[src/rtl/traffic_phase_ctrl_if.sv]
// Signal bundle between the mode/switch logic, the intersection controller
// and the display driver. The controller uses the slave view; whoever drives
// the road inputs and reads the lights uses the master view.
interface traffic_phase_ctrl_if #(
  parameter int TW = 6
);
  logic          peak;
  logic          pause;
  logic          maint;
  logic          ped_m;
  logic          ped_s;
  logic [2:0]    main_light;
  logic [2:0]    sub_light;
  logic [TW-1:0] main_rest;
  logic [TW-1:0] sub_rest;
  logic          sec_tick;
  logic          paused;

  modport master (
    output peak, pause, maint, ped_m, ped_s,
    input  main_light, sub_light, main_rest, sub_rest, sec_tick, paused
  );

  modport slave (
    input  peak, pause, maint, ped_m, ped_s,
    output main_light, sub_light, main_rest, sub_rest, sec_tick, paused
  );
endinterface

[src/rtl/traffic_phase_ctrl.sv]
// Two-road intersection phase controller. Sequences all-red / green / yellow
// phases for the main and sub roads from a one-second prescaler, drives the
// light codes and per-road countdowns, and supports pause, maintenance
// flashing and peak/off-peak green durations.
// Build option: define TLC_PED_EN to compile in the pedestrian request
// latches and the green early-cut; otherwise ped_m/ped_s are ignored.
module traffic_phase_ctrl #(
  parameter int CLOCK_HZ = 5,
  parameter int TW       = 6,
  parameter int GREEN_M  = 16,
  parameter int GREEN_S  = 10,
  parameter int PGREEN_M = 30,
  parameter int PGREEN_S = 8,
  parameter int YELLOW_T = 3,
  parameter int ALLRED_T = 2,
  parameter int PED_CUT  = 5
) (
  input  logic                 clk,
  input  logic                 rst_n,
  traffic_phase_ctrl_if.slave  bus
);

  localparam int PW = (CLOCK_HZ > 1) ? $clog2(CLOCK_HZ) : 1;
  localparam logic [PW-1:0]   PRESC_LAST = PW'(CLOCK_HZ - 1);
  localparam logic [PW-1:0]   PRESC_ONE  = PW'(1);
  localparam logic [TW-1:0]   REM_ONE    = TW'(1);
  localparam logic [TW-1:0]   ALLRED_V   = TW'(ALLRED_T);
  localparam logic [TW-1:0]   PED_CUT_V  = TW'(PED_CUT);
  localparam logic [TW+1:0]   ADD_YA     = (TW+2)'(YELLOW_T + ALLRED_T);
  localparam logic [TW+1:0]   ADD_A      = (TW+2)'(ALLRED_T);
  localparam logic [TW+1:0]   REST_MAX   = {2'b00, {TW{1'b1}}};

  localparam logic [2:0] L_RED    = 3'd0;
  localparam logic [2:0] L_GREEN  = 3'd1;
  localparam logic [2:0] L_YELLOW = 3'd2;
  localparam logic [2:0] L_FLASH  = 3'd3;

  typedef enum logic [2:0] {AR_M, MG, MY, AR_S, SG, SY, FLASH} phase_e;

  phase_e        state_q, state_d;
  logic [TW-1:0] rem_q, rem_d;
  logic [PW-1:0] presc_q, presc_d;
  logic          tick_q, tick_d;
  logic          paused_q, paused_d;
  logic [2:0]    main_light_q, main_light_d;
  logic [2:0]    sub_light_q, sub_light_d;
  logic [TW-1:0] main_rest_q, main_rest_d;
  logic [TW-1:0] sub_rest_q, sub_rest_d;
  logic          ped_m_q, ped_m_d;
  logic          ped_s_q, ped_s_d;
  logic          wrap;
  logic          cut;

  // Red-road countdown: widened add so the sum never wraps, then clamped.
  function automatic logic [TW-1:0] red_rest(input logic [TW-1:0] r,
                                             input logic [TW+1:0] extra);
    logic [TW+1:0] s;
    s = {2'b00, r} + extra;
    return (s > REST_MAX) ? {TW{1'b1}} : s[TW-1:0];
  endfunction

  function automatic phase_e next_phase(input phase_e p);
    phase_e n;
    case (p)
      AR_M:    n = MG;
      MG:      n = MY;
      MY:      n = AR_S;
      AR_S:    n = SG;
      SG:      n = SY;
      default: n = AR_M;
    endcase
    return n;
  endfunction

  // Duration loaded on entry; peak is only looked at when a green starts.
  function automatic logic [TW-1:0] phase_dur(input phase_e p, input logic pk);
    logic [TW-1:0] d;
    case (p)
      MG:      d = pk ? TW'(PGREEN_M) : TW'(GREEN_M);
      SG:      d = pk ? TW'(PGREEN_S) : TW'(GREEN_S);
      MY, SY:  d = TW'(YELLOW_T);
      default: d = ALLRED_V;
    endcase
    return d;
  endfunction

`ifdef TLC_PED_EN
  // A request counts from the edge it is sampled on, and again later via the latch.
  assign cut = ((state_q == MG) && (ped_m_q || bus.ped_m) && (rem_q > PED_CUT_V)) ||
               ((state_q == SG) && (ped_s_q || bus.ped_s) && (rem_q > PED_CUT_V));
`else
  logic unused_ped;
  assign unused_ped = bus.ped_m | bus.ped_s | ped_m_q | ped_s_q;
  assign cut        = 1'b0;
`endif

  assign wrap = (presc_q == PRESC_LAST);

  // Next state, countdown, prescaler and pedestrian latches.
  always_comb begin
    // NOTE: every variable gets a default first so no path leaves it unassigned (no latch).
    state_d  = state_q;
    rem_d    = rem_q;
    presc_d  = presc_q;
    tick_d   = 1'b0;
    paused_d = 1'b0;
    ped_m_d  = 1'b0;
    ped_s_d  = 1'b0;

    if (bus.maint) begin
      state_d = FLASH;
      rem_d   = '0;
      presc_d = '0;
    end else if (bus.pause) begin
      paused_d = 1'b1;
    end else if (state_q == FLASH) begin
      state_d = AR_M;
      rem_d   = ALLRED_V;
      presc_d = '0;
    end else begin
      presc_d = wrap ? '0 : presc_q + PRESC_ONE;
      tick_d  = wrap;
      if (wrap && (rem_q == REM_ONE)) begin
        state_d = next_phase(state_q);
        rem_d   = phase_dur(state_d, bus.peak);
      end else if (cut) begin
        rem_d = PED_CUT_V;
      end else if (wrap) begin
        rem_d = rem_q - REM_ONE;
      end
    end

`ifdef TLC_PED_EN
    ped_m_d = (ped_m_q | bus.ped_m) & ~((state_q == MG) && (state_d != MG));
    ped_s_d = (ped_s_q | bus.ped_s) & ~((state_q == SG) && (state_d != SG));
`endif
  end

  // Output decode from the next state so outputs change on the same edge.
  always_comb begin
    main_light_d = L_RED;
    sub_light_d  = L_RED;
    main_rest_d  = '0;
    sub_rest_d   = '0;
    case (state_d)
      AR_M: main_rest_d = rem_d;
      MG: begin
        main_light_d = L_GREEN;
        main_rest_d  = rem_d;
        sub_rest_d   = red_rest(rem_d, ADD_YA);
      end
      MY: begin
        main_light_d = L_YELLOW;
        main_rest_d  = rem_d;
        sub_rest_d   = red_rest(rem_d, ADD_A);
      end
      AR_S: sub_rest_d = rem_d;
      SG: begin
        sub_light_d = L_GREEN;
        sub_rest_d  = rem_d;
        main_rest_d = red_rest(rem_d, ADD_YA);
      end
      SY: begin
        sub_light_d = L_YELLOW;
        sub_rest_d  = rem_d;
        main_rest_d = red_rest(rem_d, ADD_A);
      end
      FLASH: begin
        main_light_d = L_FLASH;
        sub_light_d  = L_FLASH;
      end
      default: ;
    endcase
  end

  // State and registered outputs.
  always_ff @(posedge clk or negedge rst_n) begin
    if (!rst_n) begin
      state_q      <= AR_M;
      rem_q        <= ALLRED_V;
      presc_q      <= '0;
      tick_q       <= 1'b0;
      paused_q     <= 1'b0;
      main_light_q <= L_RED;
      sub_light_q  <= L_RED;
      main_rest_q  <= ALLRED_V;
      sub_rest_q   <= '0;
      ped_m_q      <= 1'b0;
      ped_s_q      <= 1'b0;
    end else begin
      // NOTE: non-blocking so every flop samples the pre-edge values of the others.
      state_q      <= state_d;
      rem_q        <= rem_d;
      presc_q      <= presc_d;
      tick_q       <= tick_d;
      paused_q     <= paused_d;
      main_light_q <= main_light_d;
      sub_light_q  <= sub_light_d;
      main_rest_q  <= main_rest_d;
      sub_rest_q   <= sub_rest_d;
      ped_m_q      <= ped_m_d;
      ped_s_q      <= ped_s_d;
    end
  end

  assign bus.main_light = main_light_q;
  assign bus.sub_light  = sub_light_q;
  assign bus.main_rest  = main_rest_q;
  assign bus.sub_rest   = sub_rest_q;
  assign bus.sec_tick   = tick_q;
  assign bus.paused     = paused_q;

endmodule
[src/flat_wrapper.sv]
// flat-port wrapper written by rule: the top's interface ports become plain ports
module traffic_phase_ctrl_flat 
#(
  parameter int CLOCK_HZ = 5,
  parameter int TW       = 6,
  parameter int GREEN_M  = 16,
  parameter int GREEN_S  = 10,
  parameter int PGREEN_M = 30,
  parameter int PGREEN_S = 8,
  parameter int YELLOW_T = 3,
  parameter int ALLRED_T = 2,
  parameter int PED_CUT  = 5
)
  (clk, rst_n, bus_peak, bus_pause, bus_maint, bus_ped_m, bus_ped_s, bus_main_light, bus_sub_light, bus_main_rest, bus_sub_rest, bus_sec_tick, bus_paused);
  traffic_phase_ctrl_if #(.TW(TW)) bus_i ();
  input  logic clk;
  input  logic rst_n;
  input wire logic [$bits(bus_i.peak)-1:0] bus_peak;
  input wire logic [$bits(bus_i.pause)-1:0] bus_pause;
  input wire logic [$bits(bus_i.maint)-1:0] bus_maint;
  input wire logic [$bits(bus_i.ped_m)-1:0] bus_ped_m;
  input wire logic [$bits(bus_i.ped_s)-1:0] bus_ped_s;
  output wire logic [$bits(bus_i.main_light)-1:0] bus_main_light;
  output wire logic [$bits(bus_i.sub_light)-1:0] bus_sub_light;
  output wire logic [$bits(bus_i.main_rest)-1:0] bus_main_rest;
  output wire logic [$bits(bus_i.sub_rest)-1:0] bus_sub_rest;
  output wire logic [$bits(bus_i.sec_tick)-1:0] bus_sec_tick;
  output wire logic [$bits(bus_i.paused)-1:0] bus_paused;
  assign bus_i.peak = bus_peak;
  assign bus_i.pause = bus_pause;
  assign bus_i.maint = bus_maint;
  assign bus_i.ped_m = bus_ped_m;
  assign bus_i.ped_s = bus_ped_s;
  assign bus_main_light = bus_i.main_light;
  assign bus_sub_light = bus_i.sub_light;
  assign bus_main_rest = bus_i.main_rest;
  assign bus_sub_rest = bus_i.sub_rest;
  assign bus_sec_tick = bus_i.sec_tick;
  assign bus_paused = bus_i.paused;
  traffic_phase_ctrl #(.CLOCK_HZ(CLOCK_HZ), .TW(TW), .GREEN_M(GREEN_M), .GREEN_S(GREEN_S), .PGREEN_M(PGREEN_M), .PGREEN_S(PGREEN_S), .YELLOW_T(YELLOW_T), .ALLRED_T(ALLRED_T), .PED_CUT(PED_CUT)) u_core (.clk(clk), .rst_n(rst_n), .bus(bus_i));
endmodule
[config.mk]
export PLATFORM = sky130hd
export DESIGN_NAME = traffic_phase_ctrl_flat
export DESIGN_NICKNAME = d
export VERILOG_FILES = /design/src/rtl/traffic_phase_ctrl_if.sv /design/src/rtl/traffic_phase_ctrl.sv /design/src/flat_wrapper.sv
export SDC_FILE = /design/constraint.sdc
export NUM_CORES = 1
export LEC_CHECK = 0
export BUFFER_PORTS_ARGS = -buffer_cell sky130_fd_sc_hd__buf_2
export CORE_MARGIN = 5
export CORE_UTILIZATION = 50
export CTS_BUF_LIST = sky130_fd_sc_hd__clkbuf_16
export CTS_CLUSTER_DIAMETER = 50
export CTS_CLUSTER_SIZE = 40
export DETAILED_ROUTE_END_ITERATION = 12
export PLACE_DENSITY = 0.82
export SLEW_MARGIN = 20
export SYNTH_ARGS = -nofsm -noshare
export SYNTH_HDL_FRONTEND = slang
export SYNTH_SLANG_ARGS = --single-unit
[constraint.sdc]
create_clock -name clk -period 3.45 [get_ports clk]
set_input_delay 0.5175 -clock clk [delete_from_list [all_inputs] [get_ports clk]]
set_output_delay 0.5175 -clock clk [all_outputs]
set_load 0.02 [all_outputs]
Word level (Yosys, flattened, before mapping):

Index checks and enable logic that the tools add are counted.

* RAM bits: 0
* bits in read-only memories: 0
* bits in latches: 0
* word-level logic and storage cells: 71
* bits of input ports: 7
* output and inout port bits: 20
* memories: 0
* flip-flop bits (word level): 30

* equal/unequal tests: 18
* $mul: 0
* magnitude comparators: 2
* add/subtract/negate cells: 4
* mux-type cells: 32
* shift-type cells: 0
* div/mod/pow operators: 0
* reduce and logical (&&, ||, !) cells: 6
* bitwise operators: 0

Operators by type and width (count)
* $pmux 6 s3: 3
* $mux 6: 7
* $mux 3: 12
* $eq 3x3->1 const B: 8
* $gt 8x6->1 const B: 2
* $eq 3x2->1 const B: 5
* $pmux 3 s5: 1
* $pmux 2 s3: 2
* $eq 3x1->1 const B: 3
* $add 6x2->7 const B: 1
* $add 6x3->7 const B: 1
* $eq 6x1->1 const B: 1
* $logic_not 3->1: 2
* $reduce_or 3->1: 2
* $sub 6x1->6 const B: 1
* $mux 1: 5
* $mux 4: 1
* $add 3x1->3 const B: 1
* $mux 2: 1
* $ne 2x1->1 const B: 1
* $reduce_or 2->1: 1
* $logic_and 1x1->1: 1

Depth between registers and ports, before layout:

Gate-level depths: netlist of run 1.

* depth in word-level cells: 17
* depth in mapped cells: 14
* mapped depth without buffers: 12

Least setup slack after synthesis of run 1:

OpenSTA, ideal clock, no wires.

* path kind: register to register
* start: register u_core.rem_q[1]
* end: register u_core.main_rest_q[4] (netlist: u_core.bus.main_rest[4])
* slack: 0.708 ns
* path buffers: 1
* required time: 3.317 ns
* arrival time: 2.609 ns
* period minus slack after synthesis: 2.742 ns
* setup time: 0.133 ns
* cell stages (with the launch flop): 13
* cell sequence: dfstp_2 > inv_1 > ha_1 > or3b_1 > buf_2 > a2111oi_0 > a311o_1 > a21oi_1 > ha_1 > nor2_1 > nor2_1 > mux2i_1 > o32ai_1

* longest elaborated chain between the ends: 10
* elaborated cells between the ends (all ways): 25
* those cells by class: add/sub: 3; order compare: 2; eq/ne: 5; mux: 12; reduce/logical: 3

RTL lines
* start, declared: RTL line traffic_phase_ctrl.sv:41 `logic [TW-1:0] rem_q, rem_d;`
* start signal, assigned: RTL line traffic_phase_ctrl.sv:193 `rem_q <= rem_d;`
* $sub 6x1->6 or $eq 6x1->1 (tied branches): RTL line traffic_phase_ctrl.sv:129, traffic_phase_ctrl.sv:123
* $mux 6 or $logic_and 1x1->1 (tied branches): RTL line traffic_phase_ctrl.sv:128, traffic_phase_ctrl.sv:123
* $mux 6: RTL line traffic_phase_ctrl.sv:123 `if (wrap && (rem_q == REM_ONE)) begin`
* $mux 6: RTL line traffic_phase_ctrl.sv:116 `end else if (state_q == FLASH) begin`
* $mux 6 (*): RTL line traffic_phase_ctrl.sv:114 `end else if (bus.pause) begin`
* $mux 6 (*): RTL line traffic_phase_ctrl.sv:110 `if (bus.maint) begin`
* net u_core.rem_d[1]: RTL line traffic_phase_ctrl.sv:41
* $add 6x2->7 or $add 6x3->7 (tied branches): RTL line traffic_phase_ctrl.sv:58 `s = {2'b00, r} + extra;`
* $gt 8x6->1: RTL line traffic_phase_ctrl.sv:59 `return (s > REST_MAX) ? {TW{1'b1}} : s[TW-1:0];`
* $mux 6: RTL line traffic_phase_ctrl.sv:59
* $pmux 6 s3 (*): RTL line traffic_phase_ctrl.sv:145 `case (state_d)`
* net u_core.main_rest_d[4]: RTL line traffic_phase_ctrl.sv:47 `logic [TW-1:0] main_rest_q, main_rest_d;`
* end signal, assigned: RTL line traffic_phase_ctrl.sv:199 `main_rest_q <= main_rest_d;`
* end, declared: RTL line traffic_phase_ctrl.sv:47

The timed path passes the listed nets; every way through them passes the cells marked *.
A chain may end at the register's enable or synchronous reset.

Final worst setup path of run 1:

* start: register u_core.presc_q[0]
* end: register u_core.main_rest_q[4] (netlist: u_core.bus.main_rest[4])

* longest elaborated chain between the ends: 10
* elaborated cells between the ends (all ways): 24
* those cells by class: add/sub: 2; order compare: 2; eq/ne: 5; mux: 12; reduce/logical: 3

RTL lines
* start, declared: RTL line traffic_phase_ctrl.sv:42 `logic [PW-1:0] presc_q, presc_d;`
* start signal, assigned: RTL line traffic_phase_ctrl.sv:194 `presc_q <= presc_d;`
* $eq 3x3->1 (*): RTL line traffic_phase_ctrl.sv:97 `assign wrap = (presc_q == PRESC_LAST);`
* $mux 6 or $logic_and 1x1->1 (tied branches): RTL line traffic_phase_ctrl.sv:128, traffic_phase_ctrl.sv:123
* $mux 6 (*): RTL line traffic_phase_ctrl.sv:123
* $mux 6 (*): RTL line traffic_phase_ctrl.sv:116
* $mux 6 (*): RTL line traffic_phase_ctrl.sv:114
* $mux 6 (*): RTL line traffic_phase_ctrl.sv:110
* net u_core.rem_d[1]: RTL line traffic_phase_ctrl.sv:41
* $add 6x2->7 or $add 6x3->7 (tied branches): RTL line traffic_phase_ctrl.sv:58
* $gt 8x6->1: RTL line traffic_phase_ctrl.sv:59
* $mux 6: RTL line traffic_phase_ctrl.sv:59
* $pmux 6 s3 (*): RTL line traffic_phase_ctrl.sv:145
* net u_core.main_rest_d[4]: RTL line traffic_phase_ctrl.sv:47

Marks and branches as above.

==> results of run 1 <==
[through the flow]
stage | total power, mW | hold slack [ns] | worst slack, ns | utilization, % | area (sq um)
final | 0.9821 | 0.2722 | 0.2308 | 59.31 | 2372
after global routing | 1.016 | 0.3316 | 0.02162 | 59.31 | 2372
after CTS | 0.9844 | 0.3028 | 0.3380 | 59.31 | 2372
after detailed placement | 0.4995 | 0.5304 | 0.3862 | 55.24 | 2210
after global placement | 0.4960 | 0.5083 | 0.4096 | 55.24 | 2210
after floorplan | 0.4631 | 0.2219 | 0.7084 | - | 2062
[critical path, delay by kind of cell, from the launching register on]
| family | cells | cell delay [ns] |
|---|---|---|
| DFF | 1 | 0.40 |
| buffers and inverters | 1 | 0.06 |
| AOI/OAI and AO/OA | 3 | 0.95 |
| muxes | 1 | 0.25 |
| and+or+nand+nor | 4 | 0.76 |
| adders and majority gates | 2 | 0.68 |
[layout make-up]
class | count | area [sq um]
Timing Repair Buffer | 27 | 147.6
Fill cell | 329 | 1628
Multi-Input combinational cell | 175 | 1209
Sequential cell | 30 | 753.2
Inverter | 10 | 37.54
Clock buffer | 5 | 125.1
Clock inverter | 3 | 37.54
Tap cell | 50 | 62.56
[logic make-up after synthesis]
kind of cell    count (synthesis)  synth area share, %
simple gates                   86                24.07
compound gates                 71                25.72
flops                          30                36.60
buf+inv                        23                4.863
fa+ha+maj                       7                4.255
mux                             6                3.040
xor+xnor                        3                1.277
other cells                     1               0.1822
[state kept, by name, indices dropped and copies added, names as in the netlist]
signal	count
u_core.bus.main_light	2
u_core.bus.main_rest	6
u_core.bus.paused	1
u_core.bus.sec_tick	1
u_core.bus.sub_light	2
u_core.bus.sub_rest	6
u_core.presc_q	3
u_core.rem_q	6
u_core.state_q	3
[metal layers]
metal	vias to the layer above	share of wire, %
li1	892	-
met1	898	42
met2	96	48
met3	9	8.4
met4	0	1.9
met5	-	0
[cells in the final DEF, fill, tap and decap left out, types with 3 or more instances in the layout]
| cell | count |
|---|---|
| inv_2 | 3 |
| a21oi_1 | 16 |
| or2_2 | 4 |
| dfrtp_1 | 28 |
| o21ai_0 | 12 |
| mux2i_1 | 4 |
| inv_1 | 8 |
| ha_1 | 7 |
| nor2b_1 | 8 |
| o221ai_1 | 3 |
| buf_2 | 22 |
| nor2_1 | 12 |
| o22ai_1 | 4 |
| a21oi_2 | 3 |
| o211ai_1 | 5 |
| clkbuf_16 | 5 |
| or3_1 | 3 |
| and2_1 | 3 |
| nand2_1 | 18 |
| nor3_1 | 5 |
| nor3b_1 | 3 |
| buf_4 | 5 |
| nand2b_1 | 7 |
| xnor2_1 | 3 |
| nor4_1 | 3 |
| nand3_1 | 6 |
[power breakdown]
group          switching (mW)  internal (mW)  total [mW]  leakage [nW]
Sequential            0.00912          0.367       0.376         0.389
Clock                   0.152          0.334       0.487        0.0826
Combinational          0.0803         0.0389       0.119         0.531
[how the worst max path moves through the flow]
| stage | start | to | slack (ns) | cells past startpoint |
|---|---|---|---|---|
| floorplan | u_core.rem_q[1] | u_core.bus.main_rest[4] | 0.71 | 12 |
| global placement | u_core.presc_q[0] | u_core.bus.main_rest[4] | 0.41 | 11 |
| detailed placement | u_core.presc_q[0] | u_core.bus.main_rest[4] | 0.39 | 11 |
| CTS | u_core.presc_q[0] | u_core.bus.main_rest[3] | 0.34 | 12 |
| global route | u_core.presc_q[0] | u_core.bus.main_rest[3] | 0.02 | 12 |
| finish | u_core.presc_q[0] | u_core.bus.main_rest[4] | 0.23 | 11 |
==> impl_results.md, run 1 <==
* Post-route ant nets at 0
* Placed Cells at 292
* Count leader, synth: dfrtp_1
* I/O Buffers at 22
* Pwr dens at 414.0 nW/um^2
* Yosys top cell area share at 34.04%
* Crit path cell chain: inv_1 > ha_1 > and4bb_1 > nand2_1 > a311o_1 > a21oi_1 > ha_1 > nor2_1 > nor2_1 > mux2i_1 > o32ai_1
* Total wire length at 5.184 mm
* Tightest Pin Transition at 0.7559 ns
* Die Area at 5500 sq um
* Ys flop type: dfrtp_1
* Row cnt at 23
* Largest stage delay on the critical path at 0.50 ns
* Busiest grt layer: met2
* RSZ-0062 raised after global routing: no
* Die Span Y at 74.16 um
* Fin crit period at 3.219 ns
* CP Launch Type: flip-flop
* FFs w/ async S/R, synth at 100.0%
* Via/cell ratio at 6.317
* R2R Path End: u_core.bus.main_rest[4]
* Fmax at 0.3106 GHz
* Final net count at 263
* First-pass GRT wire length at 8.314 mm
* Largest net degree at the start of global routing at 31
* Post CTS Setup Buffer Count at 0
* Clk_skew at 0.008576 ns
* Drt pass-1 iters at 5
* H-tree lvl count at 2
* CP Data Arrival Time at 3.37 ns
* P_leak at 1.002 nW
* Post-synth EDFFs at 0
* Worst IR drop on VDD at 0.1832 mV
* # diodes at 0
* Crit. End Element: flip-flop
* Post-DP HPWL at 3.663 mm
* CTS tree: built
* Crit share post-route at 93.31%
* CP max FO at 9
* Critical Path RT at 3.60 ns
* Finished Layout Cells at 300
* Min-delay worst type: in2async
* Cell area after synthesis at 2058 sq um
* Clk root buf: clkbuf_16
* Share of cells above drive strength 1 at 21.60%
* CP Class: reg2reg
* Final Hold Fails at 0
* Met2 usage at 32.09%
* Max Cap Viol at 0
* DRT iter0 DRCs at 310
* Via count at 1895
* Initial antenna violation count at 0
* Seq/Total Area, Yosys at 36.60%
* R2r worst-path depth at 11
* Seq cells post-synth at 30
* Post-CTS Resized at 0
* Netlist cell types at 63
* DRC Markers at 0
* Worst R2R Start: u_core.presc_q[0]
* Max Transition Viols Final at 0
* Clk buf depth at 2
* CTS sink cnt at 30
* Final setup violation count at 0
* Routing usage on met3 at 5.676%
* DIE WIDTH at 74.16 um
* Met1 Track Usage GR at 25.36%
* Yosys top cell by area: dfrtp_1
* # hold bufs at CTS at 0
* Commonest cells post-synth: 28 x dfrtp_1, 18 x nand2_1, 16 x a21oi_1, 12 x nor2_1, 12 x o21ai_0
* Wire length per cell at 17.28 um
* Critical path's slowest cell: a21oi_1
* Syn-to-layout area delta at 15.26%
* Num CTS Buffers at 5
* Starting Density at 51.45%
* Vias in the first global route at 1716
* Grt total ovfl at 0
* Synth Area per Inst at 9.067 sq um
* Placer Congestion at 0.9717
* Gr usage total at 20.04%
* Flop-to-flop setup slack at 0.23 ns
* I/O pin count at 27
* Status: complete, no violations
* Worst slew margin at 48.81%
* Clock-pin slew on the worst setup and hold paths at 0.05 ns
* YS warnings at 0
* Clk_lat worst skew at 0.28 ns
* Main area contributors after synthesis: dfrtp_1 34%, ha_1 4.3%, a21oi_1 3.9%
* Core Box Area at 4000 sq um
* Post-Syn Instances at 227
* Setup TNS at 0 ns
(Power assumes the default switching activity.)
==> inputs of run 2 (changes only) <==
GPL_TIMING_DRIVEN = 0   (was unset)
==> run 2 against run 1 <==
  * Critical path depth fell by 1
  * Sequential power barely moved
  * Maximum frequency rose by 2.4%
  * Die area did not move
  * Cell area rose by 2.1%
  * Flip-flop and latch count did not move
  * Sequential share of layout area fell by 0.66 points
  * Routed wire length rose by 2.7%
  * First-iteration DRC count fell by 21%
  * Via count rose by 2.2%
  * Non-clock buffer count rose by 7
==> impl_results.md, run 2 (same netlist as run 1, synthesis figures left out) <==
* Status: complete, no violations
* Hold Slack at 0.2802 ns
* Max Cap Viol at 0
* FF/Latch Area at 753.2 sq um
* Core Box Area at 4000 sq um
* Gr usage total at 21.64%
* R2r worst-path depth at 10
* Max Transition Viols Final at 0
* RSZ-0062 raised after global routing: no
* Int Power at 0.8183 mW
* P_leak at 1.020 nW
* Clk root buf: clkbuf_16
* Comb pwr share at 11.7%
* Final setup violation count at 0
* Clk_skew at 0.006059 ns
* I/O Buffers at 21
* Clock-pin slew on the worst setup and hold paths at 0.05 ns
* Row cnt at 23
* Sequential share of power at 35.4%
* CTS sink cnt at 30
* Grt total ovfl at 0
* Clk_lat worst skew at 0.28 ns
* Multi-input gate area at 1212 sq um
* # diodes at 0
* Syn-to-layout area delta at 17.69%
* Final net count at 270
* Die Span Y at 74.16 um
* Placer Congestion at 0.9684
* Min-delay worst type: in2async
* # hold bufs at CTS at 0
* Wire length per cell at 17.34 um
* Critical path's slowest cell: dfrtp_1
* Worst R2R Start: u_core.rem_q[0]
* Initial antenna violation count at 0
* Post-DP HPWL at 3.602 mm
* CP Data Arrival Time at 3.27 ns
* Fin crit period at 3.145 ns
* Crit. End Element: flip-flop
* Vias in the first global route at 1970
* DIE WIDTH at 74.16 um
* Drt pass-1 iters at 5
* CP Launch Type: flip-flop
* Num CTS Buffers at 5
* Fillcell total at 341
* Place WS at 0.2603 ns
* Critical Path RT at 3.58 ns
* P_sw at 0.2415 mW
* Post-route cell area at 2422 sq um
* Fmax at 0.3180 GHz
* CP max FO at 7
* Crit share post-route at 91.16%
* Pwr dens at 437.5 nW/um^2
* Tightest Pin Transition at 0.7978 ns
* Via/cell ratio at 6.306
* Sw Ratio at 22.79%
* CP Class: reg2reg
* Starting Density at 51.45%
* Flop-to-flop setup slack at 0.30 ns
* Die Area at 5500 sq um
* Total wire length at 5.323 mm
* I/O pin count at 27
* Clk buf depth at 2
* Layout Utilization at 60.56%
* Via count at 1936
* Setup TNS at 0 ns
* Final Hold Fails at 0
* Cell mode on critical path: ha_1
* H-tree lvl count at 2
* Share of cells above drive strength 1 at 22.18%
* Largest net degree at the start of global routing at 31
* Most frequent cells in the layout: 28 x dfrtp_1, 26 x buf_2, 18 x nand2_1, 15 x a21oi_1
* Largest stage delay on the critical path at 0.46 ns
* Worst IR drop on VDD at 0.2064 mV
* Setup WS post-layout at 0.3049 ns
* Area of placed instances at 2230 sq um
* First-pass GRT wire length at 9.177 mm
* DRT iter0 DRCs at 244
* Worst slew margin at 45.97%
* Clock share of power at 52.9%
* Crit path cell chain: ha_1 > or3b_1 > buf_2 > a2111oi_0 > a311o_1 > a21oi_2 > ha_1 > o2111a_1 > nor2_1 > o221ai_1
* Post-route ant nets at 0
* CTS tree: built
* DRC Markers at 0
* Most common cell after layout, fill and taps aside: dfrtp_1
* R2R Path End: u_core.bus.main_rest[3]
run 2: cell type report:
| cell class | count | share of cell area (%) |
|---|---|---|
| clock inverters | 3 | 2.634 |
| repair buffers | 21 | 4.339 |
| flip-flops and latches | 30 | 31.10 |
| plain buffers | 13 | 2.583 |
| inverters | 10 | 1.550 |
| clock buffers | 5 | 5.165 |
| well taps | 50 | 2.583 |
| multi-input cells | 175 | 50.05 |
run 2: worst max-delay path: cells and delay by family, from the launching register on:
family	cells	cell delay [ns]
DFF	1	0.46
AOI/OAI and AO/OA	5	1.31
and+or+nand+nor	2	0.52
buffers and inverters	1	0.17
adders and majority gates	2	0.54
run 2: layer usage:
metal / wire [um] / up-vias / track usage, % / share of wire [%]
met5: 0 / - / 0 / 0
met4: 146 / 0 / 10.46 / 2.7
met3: 379 / 16 / 3.378 / 7.1
met2: 2491 / 97 / 34.25 / 47
met1: 2305 / 923 / 28.87 / 43
li1: - / 900 / - / -
run 2: power by group through the flow:
stage | registers, mW | clock network, mW | logic (mW)
final | 0.375 | 0.561 | 0.124
after global routing | 0.376 | 0.577 | 0.138
after CTS | 0.374 | 0.568 | 0.123
after detailed placement | 0.380 | 0 | 0.121
after global placement | 0.380 | 0 | 0.118
after floorplan | 0.392 | 0 | 0.0711
run 2: what timing repair did:
| item | 4_1_cts | 5_1_grt |
|---|---|---|
| resized for setup | 0 | 1 |
| endpoints found under the setup margin | 0 | 4 |
| hold endpoints to repair | 0 | 0 |
| buffers inserted | 0 | 0 |
run 2: worst max-delay path by stage:
stage | depth (start not counted) | to | from | slack, ns
final | 10 | u_core.bus.main_rest[3] | u_core.rem_q[0] | 0.30
after global routing | 12 | u_core.bus.main_rest[3] | u_core.rem_q[0] | 0.09
after CTS | 12 | u_core.bus.main_rest[4] | u_core.rem_q[1] | 0.23
after detailed placement | 12 | u_core.bus.main_rest[4] | u_core.rem_q[1] | 0.26
after global placement | 13 | u_core.bus.main_rest[3] | u_core.rem_q[1] | 0.31
after floorplan | 12 | u_core.bus.main_rest[4] | u_core.rem_q[1] | 0.71
run 2: stage by stage:
stage / power (mW) / std cells
6_report: 1.060 / 307
5_1_grt: 1.092 / 307
4_1_cts: 1.065 / 307
3_5_place_dp: 0.5014 / 299
3_3_place_gp: 0.4980 / 299
2_1_floorplan: 0.4631 / 228
